<file path="src/rtl/ps2_key_tracker.sv">
// ps2_key_tracker: parses PS/2 scan bytes into make/break key events,
// buffers them in a first-word fall-through FIFO, tracks the held key and
// a wrapping press counter, and drives hex seven-segment patterns.
//   i_clk, i_rst           clock, synchronous active-high reset
//   i_code_valid, i_code   one-cycle strobe with received scan byte
//   i_evt_ready            consumer accepts the head event
//   o_evt_valid/o_evt_data head event {ext, brk, code}
//   o_evt_overflow         sticky: event dropped on full FIFO
//   o_held/o_held_code     currently held key {ext, code}
//   o_press_count          wrapping press counter
//   o_seg_code/o_seg_count seven-segment digits {dp,g,f,e,d,c,b,a}
module ps2_key_tracker #(
  parameter int CNT_W          = 8,
  parameter int FIFO_DEPTH     = 8,
  parameter int COUNT_REPEAT   = 0,
  parameter int SEG_ACTIVE_LOW = 1
) (
  input  logic                           i_clk,
  input  logic                           i_rst,
  input  logic                           i_code_valid,
  input  logic [7:0]                     i_code,
  input  logic                           i_evt_ready,
  output logic                           o_evt_valid,
  output logic [9:0]                     o_evt_data,
  output logic                           o_evt_overflow,
  output logic                           o_held,
  output logic [8:0]                     o_held_code,
  output logic [CNT_W-1:0]               o_press_count,
  output logic [15:0]                    o_seg_code,
  output logic [8*((CNT_W+3)/4)-1:0]     o_seg_count
);

  localparam int NDIG = (CNT_W + 3) / 4;
  localparam int PADW = 4 * NDIG;
  localparam int AW   = $clog2(FIFO_DEPTH);
  localparam int PW   = AW + 1;
  localparam bit DROP_REPEAT = (COUNT_REPEAT == 0);

  typedef enum logic [1:0] {
    S_IDLE    = 2'd0,
    S_EXT     = 2'd1,
    S_BRK     = 2'd2,
    S_EXT_BRK = 2'd3
  } state_t;

  state_t           r_state;
  logic             r_held;
  logic [8:0]       r_held_code;
  logic [CNT_W-1:0] r_press_count;
  logic             r_overflow;
  logic [PW-1:0]    r_wptr;
  logic [PW-1:0]    r_rptr;
  logic [9:0]       r_mem [FIFO_DEPTH];

  logic       w_prefix_or_junk;
  logic       w_fire;
  logic       w_ext;
  logic       w_brk;
  logic [8:0] w_key;
  logic       w_key_match;
  logic       w_make;
  logic       w_push;
  logic       w_release;
  logic       w_empty;
  logic       w_full;
  logic       w_pop;
  logic       w_wr;
  logic [PADW-1:0] w_cnt_pad;

  // Event decode for the byte presented this cycle
  always_comb begin
    w_prefix_or_junk = (i_code == 8'hE0) || (i_code == 8'hF0) ||
                       (i_code == 8'h00) || (i_code == 8'hFF);
    w_fire      = i_code_valid && !w_prefix_or_junk;
    w_ext       = (r_state == S_EXT) || (r_state == S_EXT_BRK);
    w_brk       = (r_state == S_BRK) || (r_state == S_EXT_BRK);
    w_key       = {w_ext, i_code};
    w_key_match = r_held && (r_held_code == w_key);
    w_make      = w_fire && !w_brk && !(w_key_match && DROP_REPEAT);
    w_push      = w_make || (w_fire && w_brk);
    w_release   = w_fire && w_brk && w_key_match;
  end

  // FIFO status: pointers carry one extra wrap bit
  always_comb begin
    w_empty = (r_wptr == r_rptr);
    w_full  = (r_wptr[AW] != r_rptr[AW]) &&
              (r_wptr[AW-1:0] == r_rptr[AW-1:0]);
    w_pop   = !w_empty && i_evt_ready;
    w_wr    = w_push && (!w_full || w_pop);
  end

  // Parser FSM with key state and counter
  always_ff @(posedge i_clk) begin
    if (i_rst) begin
      r_state       <= S_IDLE;
      r_held        <= 1'b0;
      r_held_code   <= '0;
      r_press_count <= '0;
    end else begin
      if (i_code_valid) begin
        case (i_code)
          8'hE0: r_state <= S_EXT;
          8'hF0: begin
            case (r_state)
              S_IDLE:  r_state <= S_BRK;
              S_EXT:   r_state <= S_EXT_BRK;
              default: r_state <= r_state;
            endcase
          end
          default: r_state <= S_IDLE;
        endcase
      end
      if (w_make) begin
        r_held        <= 1'b1;
        r_held_code   <= w_key;
        r_press_count <= r_press_count + CNT_W'(1);
      end else if (w_release) begin
        r_held <= 1'b0;
      end
    end
  end

  always_ff @(posedge i_clk) begin
    if (i_rst) begin
      r_wptr     <= '0;
      r_rptr     <= '0;
      r_overflow <= 1'b0;
    end else begin
      if (w_wr)
        r_wptr <= r_wptr + PW'(1);
      if (w_pop)
        r_rptr <= r_rptr + PW'(1);
      if (w_push && w_full && !w_pop)
        r_overflow <= 1'b1;
    end
  end

  always_ff @(posedge i_clk) begin
    if (w_wr)
      r_mem[r_wptr[AW-1:0]] <= {w_ext, w_brk, i_code};
  end

  // Glyph table is active-low; active-high output is its inverse
  function automatic logic [7:0] seg_glyph(input logic blank, input logic [3:0] n);
    logic [7:0] v;
    case (n)
      4'h0: v = 8'hC0;
      4'h1: v = 8'hF9;
      4'h2: v = 8'hA4;
      4'h3: v = 8'hB0;
      4'h4: v = 8'h99;
      4'h5: v = 8'h92;
      4'h6: v = 8'h82;
      4'h7: v = 8'hF8;
      4'h8: v = 8'h80;
      4'h9: v = 8'h90;
      4'hA: v = 8'h88;
      4'hB: v = 8'h83;
      4'hC: v = 8'hC6;
      4'hD: v = 8'hA1;
      4'hE: v = 8'h86;
      default: v = 8'h8E;
    endcase
    if (blank)
      v = 8'hFF;
    return (SEG_ACTIVE_LOW != 0) ? v : ~v;
  endfunction

  assign w_cnt_pad = PADW'(r_press_count);

  always_comb begin
    o_seg_code  = {seg_glyph(!r_held, r_held_code[7:4]),
                   seg_glyph(!r_held, r_held_code[3:0])};
    o_seg_count = '0;
    for (int unsigned i = 0; i < NDIG; i++)
      o_seg_count[8*i +: 8] = seg_glyph(1'b0, w_cnt_pad[4*i +: 4]);
  end

  assign o_evt_valid    = !w_empty;
  assign o_evt_data     = r_mem[r_rptr[AW-1:0]];
  assign o_evt_overflow = r_overflow;
  assign o_held         = r_held;
  assign o_held_code    = r_held_code;
  assign o_press_count  = r_press_count;

endmodule
</file>
<file path="config.mk">
export PLATFORM = sky130hd
export DESIGN_NAME = ps2_key_tracker
export DESIGN_NICKNAME = d
export VERILOG_FILES = /design/src/rtl/ps2_key_tracker.sv
export SDC_FILE = /design/constraint.sdc
export NUM_CORES = 1
export LEC_CHECK = 0
export BUFFER_PORTS_ARGS = -buffer_cell sky130_fd_sc_hd__buf_2
export CAP_MARGIN = 10
export CELL_PAD_IN_SITES_DETAIL_PLACEMENT = 0
export CELL_PAD_IN_SITES_GLOBAL_PLACEMENT = 1
export CORE_UTILIZATION = 45
export CTS_CLUSTER_DIAMETER = 60
export DETAILED_ROUTE_END_ITERATION = 7
export HOLD_SLACK_MARGIN = 0.03
export PLACE_DENSITY_LB_ADDON = 0.1
export SETUP_SLACK_MARGIN = 0.05
export SYNTH_ARGS = -nofsm -noshare
export SYNTH_HDL_FRONTEND = slang
export SYNTH_SLANG_ARGS = --single-unit
</file>
<file path="constraint.sdc">
create_clock -name i_clk -period 6.58 [get_ports i_clk]
set_clock_uncertainty 0.1 [all_clocks]
set_input_delay 1.974 -clock i_clk [delete_from_list [all_inputs] [get_ports i_clk]]
set_output_delay 1.974 -clock i_clk [all_outputs]
set_load 0.03 [all_outputs]
</file>
# --- Word-level counts from Yosys, hierarchy flattened ---
# Memory sizes are Yosys's and may differ from the RTL's. A register that Yosys moved wholly into a read port is not among the register bits.
# Cells that the tools add are included.
word_totals:
  mem_count: 5
  rom_bits: 448
  reg_bits: 29
  wordCells: 72
  ram_bits: 80
classes:
  mux: 18
  reduce_logical: 28
  n_addsub: 3
  eq_ne: 11
memory_table:
  columns: ["name", "depth", "width", "rd", "rd_clocked_by_memory_dff", "wr", "line_no", "rtl"]
  rows:
  - ["(name not given)", 16, 7, 1, 1, 0, "147", "case (n)"]
  - ["(name not given)", 16, 7, 1, 1, 0, "147", null]
  - ["(name not given)", 16, 7, 1, 1, 0, "147", null]
  - ["(name not given)", 16, 7, 1, 1, 0, "147", null]
  - ["r_mem", 8, 10, 1, 1, 1, "53", "logic [9:0] r_mem [FIFO_DEPTH];"]
ops:
  columns: ["cell", "count"]
  rows:
  - ["2-to-1 mux 4 bit", 8]
  - ["equality test 8 bit (second input constant)", 3]
  - ["2-to-1 mux 8 bit", 2]
  - ["logical AND 1 bit", 11]
  - ["equality test 9 bit", 1]
  - ["adder 4 x 1 -> 4 bit (second input constant)", 2]
  - ["adder 8 x 1 -> 8 bit (second input constant)", 1]
  - ["logical NOT 8 bit", 1]
  - ["one-hot mux 2 bit (2 select lines)", 2]
  - ["logical OR 1 bit", 7]
  - ["logical NOT 1 bit", 6]
  - ["2-to-1 mux 3 bit", 2]
  - ["equality test 2 bit (second input constant)", 2]
  - ["equality test 4 bit", 1]
  - ["2-to-1 mux 1 bit", 4]
  - ["equality test 3 bit", 1]
  - ["inequality test 3 x 1 -> 1 bit (second input constant)", 1]
  - ["equality test 2 x 1 -> 1 bit (second input constant)", 1]
  - ["logical NOT 2 bit", 1]
  - ["AND reduction 2 bit", 1]
  - ["nonzero test 2 bit", 1]
  - ["inequality test 1 bit", 1]

# --- Depth between registers and ports, before layout ---
# Gate-level depths: netlist of run 1.
logic_depth:
  depth_word: 12
  mapped_depth: 14
  depth_no_buf: 11

# --- Worst setup path before layout of run 1 ---
# OpenSTA, ideal clock, no wires.
synth_timing:
  path_type: "in2reg"
  start: "in i_code[4]"
  end: "reg, netlist name o_seg_count[14]"
  arrival_time_ns: 4.624
  required_ns: 6.358
  cell_stages: 11
  setup_ns: 0.122
  path_slack_ns: 1.734
  path_cell_list: "buf_2 -> and3_1 -> a311oi_1 -> nor2_1 -> buf_4 -> nor3_1 -> mux2i_1 -> inv_1 -> ha_1 -> mux2_2 -> a221o_1"
synth_between:
  elab_chain_len: 10
  word_cells_on_any_way: 16
  classes_between: "eq/ne (4); mux (2); reduce/logical (10)"
synth_rtl:
  columns: ["item", "line_no", "rtl"]
  rows:
  - ["start, declared", "21", "input logic [7:0] i_code,"]
  - ["equality test 8 bit", "72", "w_prefix_or_junk = (i_code == 8'hE0) || (i_code == 8'hF0) ||"]
  - ["logical OR 1 bit (2 in a row)", "72", null]
  - ["logical OR 1 bit", "73", "(i_code == 8'h00) || (i_code == 8'hFF);"]
  - ["logical NOT 1 bit", "74", "w_fire = i_code_valid && !w_prefix_or_junk;"]
  - ["logical AND 1 bit", "74", null]
  - ["logical AND 1 bit", "79", "w_make = w_fire && !w_brk && !(w_key_match && DROP_REPEAT);"]
  - ["logical AND 1 bit (*)", "79", null]
  - ["2-to-1 mux 4 bit (no source line) (*) (2 in a row)", null, null]
# Mark *: on every way between the ends. The rest lies on a longest branch, timed or not.
# A chain may end at the register's enable or synchronous reset.

# --- Worst setup path in the final report of run 1 ---
layout_timing:
  start: "in i_code[0]"
  end: "reg, netlist name o_seg_count[14]"
layout_between:
  elab_chain_len: 10
  word_cells_on_any_way: 16
  classes_between: "eq/ne (4); mux (2); reduce/logical (10)"
layout_rtl:
  columns: ["item", "line_no"]
  rows:
  - ["equality test 8 bit", "72"]
  - ["logical OR 1 bit (2 in a row)", "72"]
  - ["logical OR 1 bit", "73"]
  - ["logical NOT 1 bit", "74"]
  - ["logical AND 1 bit", "74"]
  - ["logical AND 1 bit", "79"]
  - ["logical AND 1 bit (*)", "79"]
  - ["2-to-1 mux 4 bit (no source line) (*) (2 in a row)", null]
# Marks and branches as above.

==> results of run 1 <==
[through the flow]
stage	worst slack (ns)	hold slack, ns	instance area (um^2)
2_1_floorplan	1.73	0.365	6690
3_3_place_gp	1.31	0.363	7180
3_5_place_dp	1.21	0.371	7180
4_1_cts	1.62	0.386	7810
5_1_grt	1.28	0.413	7810
6_report	1.64	0.375	7810
[cells in the final DEF, fill, tap and decap left out, drive strengths merged, types with 3 or more instances in the layout]
cell,instances
edfxtp,80
buf,80
dfxtp,60
nand2,29
mux2i,29
nor2,29
ha,27
inv,26
a21oi,23
mux4,20
nand2b,19
clkbuf,19
o21ai,18
nand3,13
xor2,13
xnor2,11
mux2,11
and3,11
nor3b,10
nor3,9
nor2b,6
o22ai,5
nand4,4
a22o,4
a31oi,4
conb,4
bufinv,4
o211ai,3
nor4b,3
o21a,3
clkinvlp,3
nor4,3
or3,3
a211oi,3
clkinv,3
[layout make-up]
cell class,instances,area (um^2),area share
clock buffer,19,443,0.0567
clock inverter,13,188,0.0240
inverter,23,88.8,0.0114
multi-input combinational,342,2830,0.363
sequential,140,3600,0.461
tap,184,230,0.0295
timing repair buffer,80,428,0.0548
[power groups by stage]
stage	Combinational, mW	Sequential (mW)	Clock [mW]
after global routing	0.383	0.994	1.07
after global placement	0.353	1.01	0
final	0.350	0.989	1.02
after floorplan	0.257	1.02	0
after CTS	0.357	0.989	1.04
after detailed placement	0.355	1.01	0
[cells by family after synthesis]
kind of cell | synth area share
other | 0.000561
DFF | 0.539
muxes | 0.133
AOI/OAI and AO/OA | 0.0798
xor gates and xnor gates | 0.0326
and+or+nand+nor | 0.126
adders and majority gates | 0.0506
buffers and inverters | 0.0382
[how the worst max path moves through the flow]
stage	start	endpoint	slack, ns	cells past startpoint
final	i_code[0]	o_seg_count[14]	1.64	10
after global routing	i_code[4]	o_seg_count[14]	1.28	10
after CTS	i_code[0]	o_seg_count[14]	1.62	10
after detailed placement	i_code[0]	o_seg_count[14]	1.21	10
after global placement	i_code[0]	o_seg_count[14]	1.31	10
after floorplan	i_code[4]	o_seg_count[14]	1.73	11
[worst max-delay path: cells and delay by family]
family,cells,cell delay (ns)
and+or+nand+nor,3,1.28
muxes,2,0.80
AOI/OAI and AO/OA,2,0.43
buffers and inverters,2,0.37
adders and majority gates,1,0.27
[cells in the mapped netlist, types with 3 or more instances]
master	n	area (um^2)
a31oi_1	4	25.0
ha_1	27	338
nor3b_1	10	75.1
a22o_1	4	35.0
nor2_2	3	18.8
o21a_1	3	22.5
nor2_1	26	97.6
nand2b_1	19	119
a21oi_1	20	100
inv_1	20	75.1
buf_2	7	35.0
xnor2_1	11	96.3
nand3_1	13	65.1
edfxtp_1	80	2400
nand4_1	4	25.0
mux4_2	20	450
o21ai_0	15	75.1
buf_4	6	45.0
o211ai_1	3	22.5
nor3_1	7	35.0
xor2_1	12	105
o22ai_1	5	31.3
and3_1	10	62.6
nor4b_1	3	26.3
clkbuf_1	19	71.3
nor2b_1	6	37.5
mux2i_1	27	270
o21ai_1	3	15.0
mux2_2	11	124
nand2_1	29	109
dfxtp_1	60	1200
[per-layer routing]
| metal | routed length, um | vias to the layer above | share of wire | track usage |
|---|---|---|---|---|
| met5 | 0 | - | 0 | 0 |
| met4 | 151 | 0 | 0.011 | 0.0783 |
| met3 | 563 | 13 | 0.040 | 0.0462 |
| met2 | 6990 | 91 | 0.49 | 0.330 |
| met1 | 6440 | 2070 | 0.46 | 0.255 |
| li1 | - | 2103 | - | - |
==> results.md, run 1 <==
- Reg2reg setup slack: between 2 and 3 ns
- Port bufs: 69
- NetSw: 0.610 mW
- R2R depth: 9
- Sequential power share: 0.419
- Area Overhead vs Synth: 17.0%
- Drt pass-1 iters: 4
- Final std cells w/o fill: 801
- Sequential area share after synthesis: 0.539
- Slew Limit Headroom: 0.336
- Internal Power: 1.75 mW
- DR vias: about 4300
- Grt total ovfl: 0
- Worst path required time: 6.78 ns
- Post-CTS Repair Setup Buffers: 0
- CP Max Fanout: 14
- WS Path Type: in2reg
- Slew Viols, Final: 0
- Reg2reg start: r_state[0]
- Leakage Power: 3.01 nW
- Final nets: between 600 and 700
- Mapped Avg Cell Area: 12.5 um^2
- Avg WL per Cell: 17.7 um
- Final Power: roughly 2.4 mW
- Fillcell total: 1268
- CP arrival: 5.14 ns
- Share of post-route cells with drive strength above 1: 0.263
- Synth warn: 0
- Htree depth: 4
- DR iter-0 viols: between 300 and 400
- Worst slew pin tran: 0.994 ns
- Pwr dens: 302 nW/um^2
- Cell Rows: 44
- Reg-to-Reg End: o_seg_count[14]
- Net Sw Frac: 0.259
- Worst hold stages: 2
- Critical Path Sink Type: flip-flop
- Initial antenna violation count: 0
- Total GRT Usage: 0.200
- CTS tree: yes
- Core area: ~15000 um^2
- Clk buf depth: 2
- EDFF count, synth: 80
- VDD IR max: 0.181 mV
- Post-Syn Instances: 536
- Post-route ant nets: 0
- Clock-pin slew on the worst setup and hold paths: 0.06 ns
- Final wirelength: 14100 um
- Async SR Flop Fraction: 0
- Hold Path Class: reg2reg
- Starting Density: 0.460
- Max cap viols: 0
- Dpl cells: 769
- Logic pwr share: 0.148
- RD Place Congestion: 0.838
- CP max stage cell: nor2_1
- Setup-failing EPs final: 0
- Outcome: finished clean
- Tcrit/Tclk final: 0.751
- Global-route wire length before repair: 22600 um
- Util after Layout: 0.538
- Final hold viol count: 0
- Fmax: between 200 and 250 MHz
- Largest net degree at the start of global routing: 34
- RSZ-0062 raised after global routing: false
- Detailed placer's ending HPWL: 9470 um
- Post-synth top flop: edfxtp_1
- Die width: 124 um
- Syn Std Cell Area: 6680 um^2
- Die height: 124 um
- Clock sink count: 140
- Die footprint: between 15000 and 20000 um^2
- Hold_sp: o_evt_overflow
- Cells along the critical path: buf_2 -> nor4_4 -> a311oi_1 -> nor2_1 -> nor3_1 -> mux2i_1 -> inv_1 -> ha_1 -> mux2_2 -> a221o_1
- Ant. Diodes: 0
- Startpoint type of the worst setup path: input port
- Flops & latches, synth: 140
- Hold endpoint: o_evt_overflow
- Critical path's largest stage delay: 0.67 ns
- CTS Buf Count: 17
- Worst skew pair latency: 0.42 ns
- IO Count: 74
- Post-layout min period: slightly below 5 ns
- Unique masters post-synth: 67
- Clock power frac: 0.432
- DRC violations left: 0
- Cts hold-fix bufs: 0
- Vias per cell: 5.34
- Final setup TNS: 0 ns
- CTS root buf: clkbuf_16
- Vias in the first global route: 4229
- CTS resizes: 0
(Power assumes the default switching activity.)
==> run 2: changes to the inputs <==
==> constraint.sdc (replaced) <==
create_clock -name i_clk -period 4.6 [get_ports i_clk]
set_clock_uncertainty 0.1 [all_clocks]
set_input_delay 1.38 -clock i_clk [delete_from_list [all_inputs] [get_ports i_clk]]
set_output_delay 1.38 -clock i_clk [all_outputs]
set_load 0.03 [all_outputs]
==> run 2 against run 1 <==
Setup slack lost 1.0 ns; largest power group is now sequential cells; clock power grew 35%; die area is the same; total power grew 40%; first-iteration DRC count shrank 31%; wire length grew 2.1%; via count grew 3.2%; non-clock buffer count grew 12.
==> results.md, run 2 (same netlist as run 1, synthesis figures left out) <==
- CTS root buf: clkbuf_16
- RD Place Congestion: 0.824
- Pwr dens: 420 nW/um^2
- Starting Density: 0.460
- Post-layout min period: just under 4 ns
- DR vias: 4413
- Share of post-route cells with drive strength above 1: 0.275
- Initial antenna violation count: 0
- Die width: 124 um
- CTS Buf Count: 17
- WS Path Type: in2reg
- Reg2reg setup slack: 1.31 ns
- Ant. Diodes: 0
- Worst slew pin tran: 0.625 ns
- Clock-pin slew on the worst setup and hold paths: 0.06 ns
- CTS tree: yes
- Detailed placer's ending HPWL: 9680 um
- WL met3: 538 um
- Setup-failing EPs final: 0
- Area Overhead vs Synth: 18.0%
- VDD IR max: between 0.2 and 0.3 mV
- Tcrit/Tclk final: 0.860
- Drt pass-1 iters: 4
- Hold_sp: o_evt_overflow
- Hold endpoint: o_evt_overflow
- Slew Viols, Final: 0
- Worst hold stages: 2
- Critical Path Sink Type: flip-flop
- Die height: 124 um
- Commonest non-fill, non-tap cell in the layout: edfxtp_1
- Top layer in use: met4
- Fmax: 253 MHz
- Post-route ant nets: 0
- CTS resizes: 0
- RSZ-0062 raised after global routing: false
- Placement Setup Slack: 0.227 ns
- IO Count: 74
- Max cap viols: 0
- Final nets: 655
- Finished Cell Area: ~7900 um^2
- Htree depth: 4
- Final hold viol count: 0
- Cts hold-fix bufs: 0
- Most frequent cells in the layout: 80 x edfxtp_1, 69 x buf_2, 60 x dfxtp_1, 29 x nand2_1
- Port bufs: 69
- Clk buf depth: 2
- Total GRT Usage: 0.199
- CP arrival: 4.16 ns
- Met1 WL: 6820 um
- Largest net degree at the start of global routing: 33
- DRC violations left: 0
- Post-CTS Repair Setup Buffers: 0
- Final setup TNS: 0 ns
- R2R depth: 9
- Final wirelength: roughly 14000 um
- Global-route wire length before repair: 22600 um
- Met2 WL: approximately 6900 um
- DR iter-0 viols: 224
- Clock sink count: 140
- Leakage Power: 3.06 nW
- Setup ws final: 0.644 ns
- Worst skew pair latency: 0.41 ns
- CP Max Fanout: 13
- Grt total ovfl: 0
- Worst path required time: 4.81 ns
- Reg-to-Reg End: o_seg_count[14]
- Outcome: finished clean
- Vias per cell: 5.43
- Core area: 14500 um^2
- Avg WL per Cell: about 18 um
- Final Power: 3.31 mW
- Reg2reg start: r_state[0]
- Hold Path Class: reg2reg
- Slew Limit Headroom: 0.571
- Die footprint: ~15000 um^2
- Startpoint type of the worst setup path: input port
- Cell Rows: 44
- Vias in the first global route: 4257
- Placed cell area: ~7300 um^2
==> run 2: critical path, stage by stage <==
cell	delay (ns)
buf_2	0.18
and3_1	0.23
a311oi_1	0.53
or2_1	0.29
nand2_1	0.35
nand2_1	0.20
a21oi_1	0.12
buf_4	0.16
ha_1	0.24
o32a_1	0.34
o21a_1	0.11
==> run 2: metrics by stage <==
| step | hold WS, ns | util | std cells |
|---|---|---|---|
| 6_report | 0.391 | 0.543 | 812 |
| 4_1_cts | 0.411 | 0.543 | 812 |
| 3_5_place_dp | 0.396 | 0.501 | 781 |
| 2_1_floorplan | 0.365 | - | 539 |
| 3_3_place_gp | 0.382 | 0.501 | 781 |
| 5_1_grt | 0.430 | 0.543 | 812 |
==> run 2: cell type report <==
type	instances	area, um^2
well taps	184	230
repair buffers	92	531
inverters	23	88.8
fillers	1280	6650
clock buffers	18	429
clock inverters	13	170
multi-input cells	342	2830
flip-flops and latches	140	3600
==> run 2: per-layer routing <==
layer	vias up	global-route usage
met4	0	0.0738
li1	2129	-
met1	2179	0.263
met2	89	0.324
met5	-	0
met3	16	0.0398
==> run 2: worst max path at each step <==
stage	start	endpoint	slack [ns]	cells past startpoint
floorplan	i_code[4]	o_seg_count[14]	0.35	11
global placement	i_code[5]	o_seg_count[14]	0.20	10
detailed placement	i_code[5]	o_seg_count[14]	0.23	10
CTS	i_code[5]	o_seg_count[14]	0.68	10
global route	i_code[4]	flip-flop	0.36	11
finish	i_code[4]	flip-flop	0.64	11
==> run 2: where the power goes <==
group          switching, mW  internal [mW]
Combinational          0.317          0.206
Clock                  0.529          0.854
Sequential            0.0296           1.37
Total                  0.876           2.44
